<file path="src/rtl/iter_div_generic_pkg.sv">
// Shared definitions for the iterative divider.
//   state_t     : FSM state encodings (IDLE, PREP, ITER, FIX, DONE)
//   SM_A_SIGNED : sign_mode bit that marks the dividend (operand A) as signed
//   SM_B_SIGNED : sign_mode bit that marks the divisor (operand B) as signed
// The sign_mode bit positions match the Booth multiplier, so both blocks can
// be driven from the same execute-stage decode.
package iter_div_generic_pkg;

  typedef enum logic [2:0] {
    ST_IDLE = 3'd0,
    ST_PREP = 3'd1,
    ST_ITER = 3'd2,
    ST_FIX  = 3'd3,
    ST_DONE = 3'd4
  } state_t;

  localparam int SM_A_SIGNED = 1;
  localparam int SM_B_SIGNED = 0;

endpackage

</file>
<file path="src/rtl/iter_div_generic_abs_neg.sv">
// arith_abs_neg: conditional two's-complement negate.
//   value  in  WIDTH : operand
//   neg    in  1     : 1 = return -value (mod 2^WIDTH), 0 = pass value through
//   result out WIDTH : value or its negation
// Fed with an operand and its sign bit this yields the magnitude; fed with
// a magnitude and the wanted result sign it restores the sign.
module arith_abs_neg #(
  parameter int WIDTH = 32
) (
  input  logic [WIDTH-1:0] value,
  input  logic             neg,
  output logic [WIDTH-1:0] result
);

  assign result = neg ? ((~value) + {{(WIDTH-1){1'b0}}, 1'b1}) : value;

endmodule

</file>
<file path="src/rtl/iter_div_generic.sv">
// iter_div_generic: iterative radix-2 non-restoring integer divider.
//   clk, rst       : clock, asynchronous active-high reset
//   dividend       : numerator (WIDTH)
//   divisor        : denominator (WIDTH)
//   sign_mode      : bit1 = dividend signed, bit0 = divisor signed
//   in_valid/in_ready   : operand handshake
//   quotient/remainder  : result, quotient truncated toward zero,
//                         remainder carries the dividend's sign
//   div_by_zero    : divisor was zero (quotient all ones, remainder = dividend)
//   out_valid/out_ready : result handshake
// Latency from the accepting edge to out_valid is WIDTH+2 cycles regardless
// of the data. All outputs come from registers.
module iter_div_generic
  import iter_div_generic_pkg::*;
#(
  parameter int WIDTH = 32
) (
  input  logic             clk,
  input  logic             rst,
  input  logic [WIDTH-1:0] dividend,
  input  logic [WIDTH-1:0] divisor,
  input  logic [1:0]       sign_mode,
  input  logic             in_valid,
  output logic             in_ready,
  output logic [WIDTH-1:0] quotient,
  output logic [WIDTH-1:0] remainder,
  output logic             div_by_zero,
  output logic             out_valid,
  input  logic             out_ready
);

  localparam int CW = $clog2(WIDTH);
  localparam logic [CW-1:0] LAST_STEP = CW'(WIDTH - 1);

  state_t state, state_next;

  // Captured request
  logic [WIDTH-1:0] a_raw;
  logic [WIDTH-1:0] b_raw;
  logic [1:0]       mode;

  // Iteration state
  logic [WIDTH-1:0] q_acc;   // dividend magnitude shifting out, quotient bits shifting in
  logic [WIDTH-1:0] d_mag;
  logic [WIDTH+1:0] p_rem;   // signed partial remainder, |p_rem| < 2*d_mag
  logic             q_neg;
  logic             r_neg;
  logic             dz;
  logic [CW-1:0]    cnt;

  // A WIDTH-bit operand's magnitude always fits in WIDTH unsigned bits
  // (even -2^(WIDTH-1) becomes 2^(WIDTH-1)), so the negate is done at
  // WIDTH bits rather than on the WIDTH+1-bit extension.
  logic             a_neg, b_neg;
  logic [WIDTH-1:0] a_mag, b_mag;

  assign a_neg = mode[SM_A_SIGNED] & a_raw[WIDTH-1];
  assign b_neg = mode[SM_B_SIGNED] & b_raw[WIDTH-1];

  arith_abs_neg #(.WIDTH(WIDTH)) u_abs_a (.value(a_raw), .neg(a_neg), .result(a_mag));
  arith_abs_neg #(.WIDTH(WIDTH)) u_abs_b (.value(b_raw), .neg(b_neg), .result(b_mag));

  // One non-restoring step: shift in the next dividend bit, then subtract
  // the divisor if the partial remainder was non-negative, add it otherwise.
  // The new quotient bit is 1 when the result is non-negative.
  logic [WIDTH+1:0] shifted, d_ext, trial;

  assign shifted = {p_rem[WIDTH:0], q_acc[WIDTH-1]};
  assign d_ext   = {2'b00, d_mag};
  assign trial   = p_rem[WIDTH+1] ? (shifted + d_ext) : (shifted - d_ext);

  // Final correction: a negative partial remainder gets the divisor added
  // back. The corrected value lies in [0, d_mag), so WIDTH bits suffice.
  logic [WIDTH-1:0] rem_mag;
  logic [WIDTH-1:0] q_signed, r_signed;

  assign rem_mag = p_rem[WIDTH-1:0] + (p_rem[WIDTH+1] ? d_mag : {WIDTH{1'b0}});

  arith_abs_neg #(.WIDTH(WIDTH)) u_fix_q (.value(q_acc),   .neg(q_neg), .result(q_signed));
  arith_abs_neg #(.WIDTH(WIDTH)) u_fix_r (.value(rem_mag), .neg(r_neg), .result(r_signed));

  assign in_ready  = (state == ST_IDLE);
  assign out_valid = (state == ST_DONE);

  always_ff @(posedge clk or posedge rst) begin
    if (rst) begin
      state <= ST_IDLE;
    end else begin
      state <= state_next;
    end
  end

  always_comb begin
    state_next = state;
    case (state)
      ST_IDLE: if (in_valid) state_next = ST_PREP;
      ST_PREP: state_next = ST_ITER;
      ST_ITER: if (cnt == LAST_STEP) state_next = ST_FIX;
      ST_FIX:  state_next = ST_DONE;
      ST_DONE: if (out_ready) state_next = ST_IDLE;
      default: state_next = ST_IDLE;
    endcase
  end

  always_ff @(posedge clk or posedge rst) begin
    if (rst) begin
      a_raw       <= '0;
      b_raw       <= '0;
      mode        <= '0;
      q_acc       <= '0;
      d_mag       <= '0;
      p_rem       <= '0;
      q_neg       <= 1'b0;
      r_neg       <= 1'b0;
      dz          <= 1'b0;
      cnt         <= '0;
      quotient    <= '0;
      remainder   <= '0;
      div_by_zero <= 1'b0;
    end else begin
      case (state)
        ST_IDLE: begin
          if (in_valid) begin
            a_raw <= dividend;
            b_raw <= divisor;
            mode  <= sign_mode;
          end
        end
        ST_PREP: begin
          q_acc <= a_mag;
          d_mag <= b_mag;
          p_rem <= '0;
          q_neg <= a_neg ^ b_neg;
          r_neg <= a_neg;
          dz    <= (b_raw == '0);
          cnt   <= '0;
        end
        ST_ITER: begin
          p_rem <= trial;
          q_acc <= {q_acc[WIDTH-2:0], ~trial[WIDTH+1]};
          cnt   <= cnt + 1'b1;
        end
        ST_FIX: begin
          // A zero divisor still runs every step; its result is simply
          // replaced here so the latency stays data independent.
          quotient    <= dz ? {WIDTH{1'b1}} : q_signed;
          remainder   <= dz ? a_raw : r_signed;
          div_by_zero <= dz;
        end
        default: ;
      endcase
    end
  end

endmodule

</file>
<file path="config.mk">
export PLATFORM = sky130hd
export DESIGN_NAME = iter_div_generic
export DESIGN_NICKNAME = d
export VERILOG_FILES = /design/src/rtl/iter_div_generic_pkg.sv /design/src/rtl/iter_div_generic_abs_neg.sv /design/src/rtl/iter_div_generic.sv
export SDC_FILE = /design/constraint.sdc
export NUM_CORES = 1
export LEC_CHECK = 0
export CAP_MARGIN = 5
export CORE_ASPECT_RATIO = 0.7
export CORE_UTILIZATION = 60
export DETAILED_ROUTE_END_ITERATION = 12
export PLACE_DENSITY = 0.82
export SYNTH_ARGS = -nofsm -noshare
export SYNTH_HDL_FRONTEND = slang
export SYNTH_HIERARCHICAL = 1
export SYNTH_SLANG_ARGS = --single-unit
</file>
<file path="constraint.sdc">
create_clock -name clk -period 10.2 [get_ports clk]
set_clock_uncertainty 0.05 [all_clocks]
set_input_delay 2.55 -clock clk [delete_from_list [all_inputs] [get_ports clk]]
set_output_delay 2.55 -clock clk [all_outputs]
set_load 0.02 [all_outputs]
</file>
==> results.rst <==
.. list-table::
   :header-rows: 1

   * - Metric
     - Value
   * - Layout-stage area growth over the synthesis result
     - 14.2%
   * - Net count of the finished layout
     - 2,085
   * - Signal arrival time at the worst endpoint
     - 5.68 ns
   * - DR vias/cell
     - 6.30
   * - Minimum setup slack in the final design
     - 4.94 ns
   * - Worst setup slack after placement
     - 5.12 ns
   * - Number of buffers added to fix hold violations after cts
     - 0
   * - Final hold violation count
     - 0
   * - Critical path data required time
     - 10.62 ns
   * - Synth Flop Type
     - dfrtp_1
   * - Detailed Route WL
     - 47,200 µm
   * - Achievable frequency
     - 190 MHz
   * - Final slew viol count
     - 0
   * - Chip Width
     - 201 µm
   * - Post-cts gate resize count
     - 0
   * - Post-synthesis average cell area
     - 9.01 µm²
   * - Clock Sink Count
     - 240
   * - Outcome
     - finished, final reports clean
   * - Worst setup EP type
     - flip-flop
   * - Category of the worst setup path launch point
     - flip-flop
   * - Setup CP Type
     - flip-flop to flip-flop
   * - Sum of negative setup slack
     - 0 ns
   * - Synthesized net count
     - 1,996
   * - Clock insertion delay at the later pin of the skew report
     - 0.56 ns
   * - Share of synthesized area occupied by flip-flops and latches
     - 36.0%
   * - Post-synthesis cell count
     - 1,853
   * - Clock edge transition at the registers on the reported setup and hold paths
     - 0.07 ns
   * - TritonCTS clock tree
     - built
   * - Unrepaired setup endpoints after global routing
     - no
   * - Fin Hold WS
     - 0.430 ns
   * - Worst min path class
     - flip-flop to flip-flop
   * - Max VDD drop
     - 320 µV
   * - Final-report setup violation count
     - 0
   * - HPWL reported at the end of detailed placement
     - 34,600 µm
   * - I/O Buffers
     - 136
   * - Leakage power
     - 0.00815 µW
   * - Core Rows
     - 50
   * - Number of H-tree levels
     - 1
   * - Maximum Capacitance Violations
     - 0
   * - Delay of the slowest critical-path stage
     - 0.66 ns
   * - Post-CTS Repair Setup Buffers
     - 0
   * - Gp weighted congestion
     - 0.999
   * - Clock Path Buffers
     - 3
   * - Synth Cell Area
     - 0.0167 mm²
   * - Initial antenna violation count
     - 0
   * - Overflow after GRT
     - 0
   * - Post-synthesis async set-or-reset flop share
     - 100%
   * - First-pass detailed-route iteration total
     - 5
   * - Relative max-transition margin
     - 17.7%
   * - Layout cells sized above 1
     - 8.88%
   * - Drc violations
     - 0
   * - Count of antenna diodes in the layout
     - 0
   * - Maximum number of pins on one net before global-route repair
     - 92
   * - Slew @ Worst Pin
     - 1.23 ns
   * - Initial core utilization
     - 61.8%
   * - Die Y-Extent
     - 142 µm
   * - Top-level port count
     - 137
   * - Via count
     - 14.6k
   * - Critical-path cell with the highest stage delay
     - o311ai_1
   * - Die outline area
     - 0.0285 mm²
   * - Yosys warning count
     - 6
   * - Num CTS Buffers
     - 25
   * - Final worst path period share
     - 51.6%
   * - Standard cell core area
     - 0.0270 mm²
   * - Wire length per cell
     - 20.3 µm
   * - Post-synth EDFFs
     - 0
   * - Power per Cell Area
     - 408 mW/mm²
   * - Detailed router's first-iteration violation count
     - 1,526
   * - Cell Chain, Critical Path
     - buf_4, and2_1, ha_1, and2_1, a221oi_2, a21oi_1, o311ai_1, o21ai_1, a211o_1, a21oi_2, xnor2_1, nor4_1, nand2_1, o41ai_1, xnor2_1, mux2i_1, o21ai_0
   * - Root buf cell
     - clkbuf_16
   * - Detail Route Antenna Nets
     - 0
   * - Global-route usage over all layers
     - 33.3%
   * - Number of distinct standard cells referenced by the synthesized netlist
     - 76
   * - Minimum clock period
     - 5.26 ns
   * - CP max FO
     - 66
   * - Via count of the first global-routing pass
     - 13.7k
   * - Global-route wire length before repair
     - 75,600 µm
   * - Post-synthesis register bit count
     - 240
==> placed cells by master, fill, tap and decap left out, drive strengths merged, types with 8 or more instances in the layout <==
master	synthesis	final
inv	46	47
clkdlybuf4s50	0	136
nor4	37	37
o31ai	37	37
clkbuf	64	38
o21ai	160	160
dfrtp	240	240
xnor2	153	153
a22oi	31	31
a21o	38	38
a21oi	74	74
and3	11	11
mux2	67	67
nand2b	23	23
mux2i	36	36
o21a	8	8
o41ai	36	36
nand3b	8	8
nor2	87	87
nand2	325	325
xor2	50	50
ha	71	71
and2	38	38
nand3	26	26
buf	21	11
nand4	18	18
nor3	31	31
or2b	8	8
nor2b	13	13
==> metal layers <==
| layer | routed length (µm) | part of all wire [%] | global-route usage (%) |
|---|---|---|---|
| met4 | 861 | 1.8 | 7.18 |
| met5 | 0 | 0 | 0 |
| met3 | 4820 | 10 | 7.67 |
| met2 | 19600 | 42 | 47.7 |
| met1 | 21900 | 46 | 50.8 |
==> path summary, 6_finish.rpt <==
kind | from | endpoint | slack, ns | cells after the start
worst max-delay path | p_rem[33] | remainder[30] | 4.94 | 17
worst min-delay path | remainder[11] | remainder[11] | 0.43 | 2
min in group asynchronous | rst | remainder[10] | 2.44 | 2
max in group asynchronous | rst | b_raw[4] | 6.12 | 3
worst min register to register | remainder[11] | remainder[11] | 0.43 | 2
worst max register to register | p_rem[33] | remainder[30] | 4.94 | 17
==> synthesized netlist by cell type (all sizes together) (18+ instances only) <==
cell type / count / area share [%]
clkbuf: 64 / 1.4
a21o: 38 / 1.7
nand3: 26 / 0.78
o31ai: 37 / 1.7
nand2: 325 / 7.3
nor4: 37 / 2.9
a22oi: 31 / 1.4
xnor2: 153 / 8.0
o21ai: 160 / 4.8
inv: 46 / 1.0
buf: 21 / 0.58
nand2b: 23 / 0.86
nor2: 87 / 2.0
ha: 71 / 5.3
and2: 38 / 1.4
o41ai: 36 / 2.6
xor2: 50 / 2.6
mux2i: 36 / 2.2
a21oi: 74 / 2.3
nor3: 31 / 0.93
mux2: 67 / 4.5
nand4: 18 / 0.67
dfrtp: 240 / 36
==> cell families (layout without fill, tap and decap cells) <==
logic type,count (synthesis),count (layout),share of synthesized area (%)
AND/OR/NAND/NOR,658,658,20.1
AO/OA/AOI/OAI,445,445,18.0
flip-flops,240,240,36.0
XOR/XNOR,203,203,10.6
buffers and inverters,131,238,3.06
multiplexers,103,103,6.67
adder cells (fa/ha/maj),73,73,5.56
==> worst max-delay path: cells and delay by family, from the launching register on <==
| family | cells | cell delay [ns] |
|---|---|---|
| AOI/OAI and AO/OA | 8 | 2.59 |
| and+or+nand+nor | 4 | 1.05 |
| buffers and inverters | 1 | 0.46 |
| DFF | 1 | 0.33 |
| xor gates and xnor gates | 2 | 0.32 |
| adders and majority gates | 1 | 0.27 |
| muxes | 1 | 0.09 |
==> stage by stage <==
step | instance area (µm²) | utilization, % | instances | power [µW]
finish | 19100 | 70.6 | 2324 | 7780
CTS | 19100 | 70.6 | 2324 | 7680
global route | 19100 | 70.6 | 2324 | 8320
detailed placement | 18300 | 67.7 | 2279 | 6720
global placement | 18300 | 67.7 | 2279 | 6560
floorplan | 16700 | - | 1853 | 5420
==> where the power goes <==
part	internal, µW	switching, µW
combinational	2030	2740
sequential	1390	709
clock	500	407
total	3930	3860
==> flip-flops by register name, summed over array words and instances, names as in the netlist <==
signal / cells
p_rem: 34
a_raw: 32
b_raw: 32
d_mag: 32
q_acc: 32
quotient: 32
remainder: 32
cnt: 5
state: 3
mode: 2
div_by_zero: 1
dz: 1
q_neg: 1
r_neg: 1
==> layout make-up <==
| type | count | area [µm²] |
|---|---|---|
| clock buffers | 38 | 734 |
| clock inverters | 7 | 61.3 |
| fillers | 2086 | 7950 |
| inverters | 46 | 180 |
| multi-input cells | 1482 | 10200 |
| flip-flops and latches | 240 | 6010 |
| well taps | 364 | 455 |
| repair buffers | 147 | 1440 |
(Power assumes the default switching activity.)
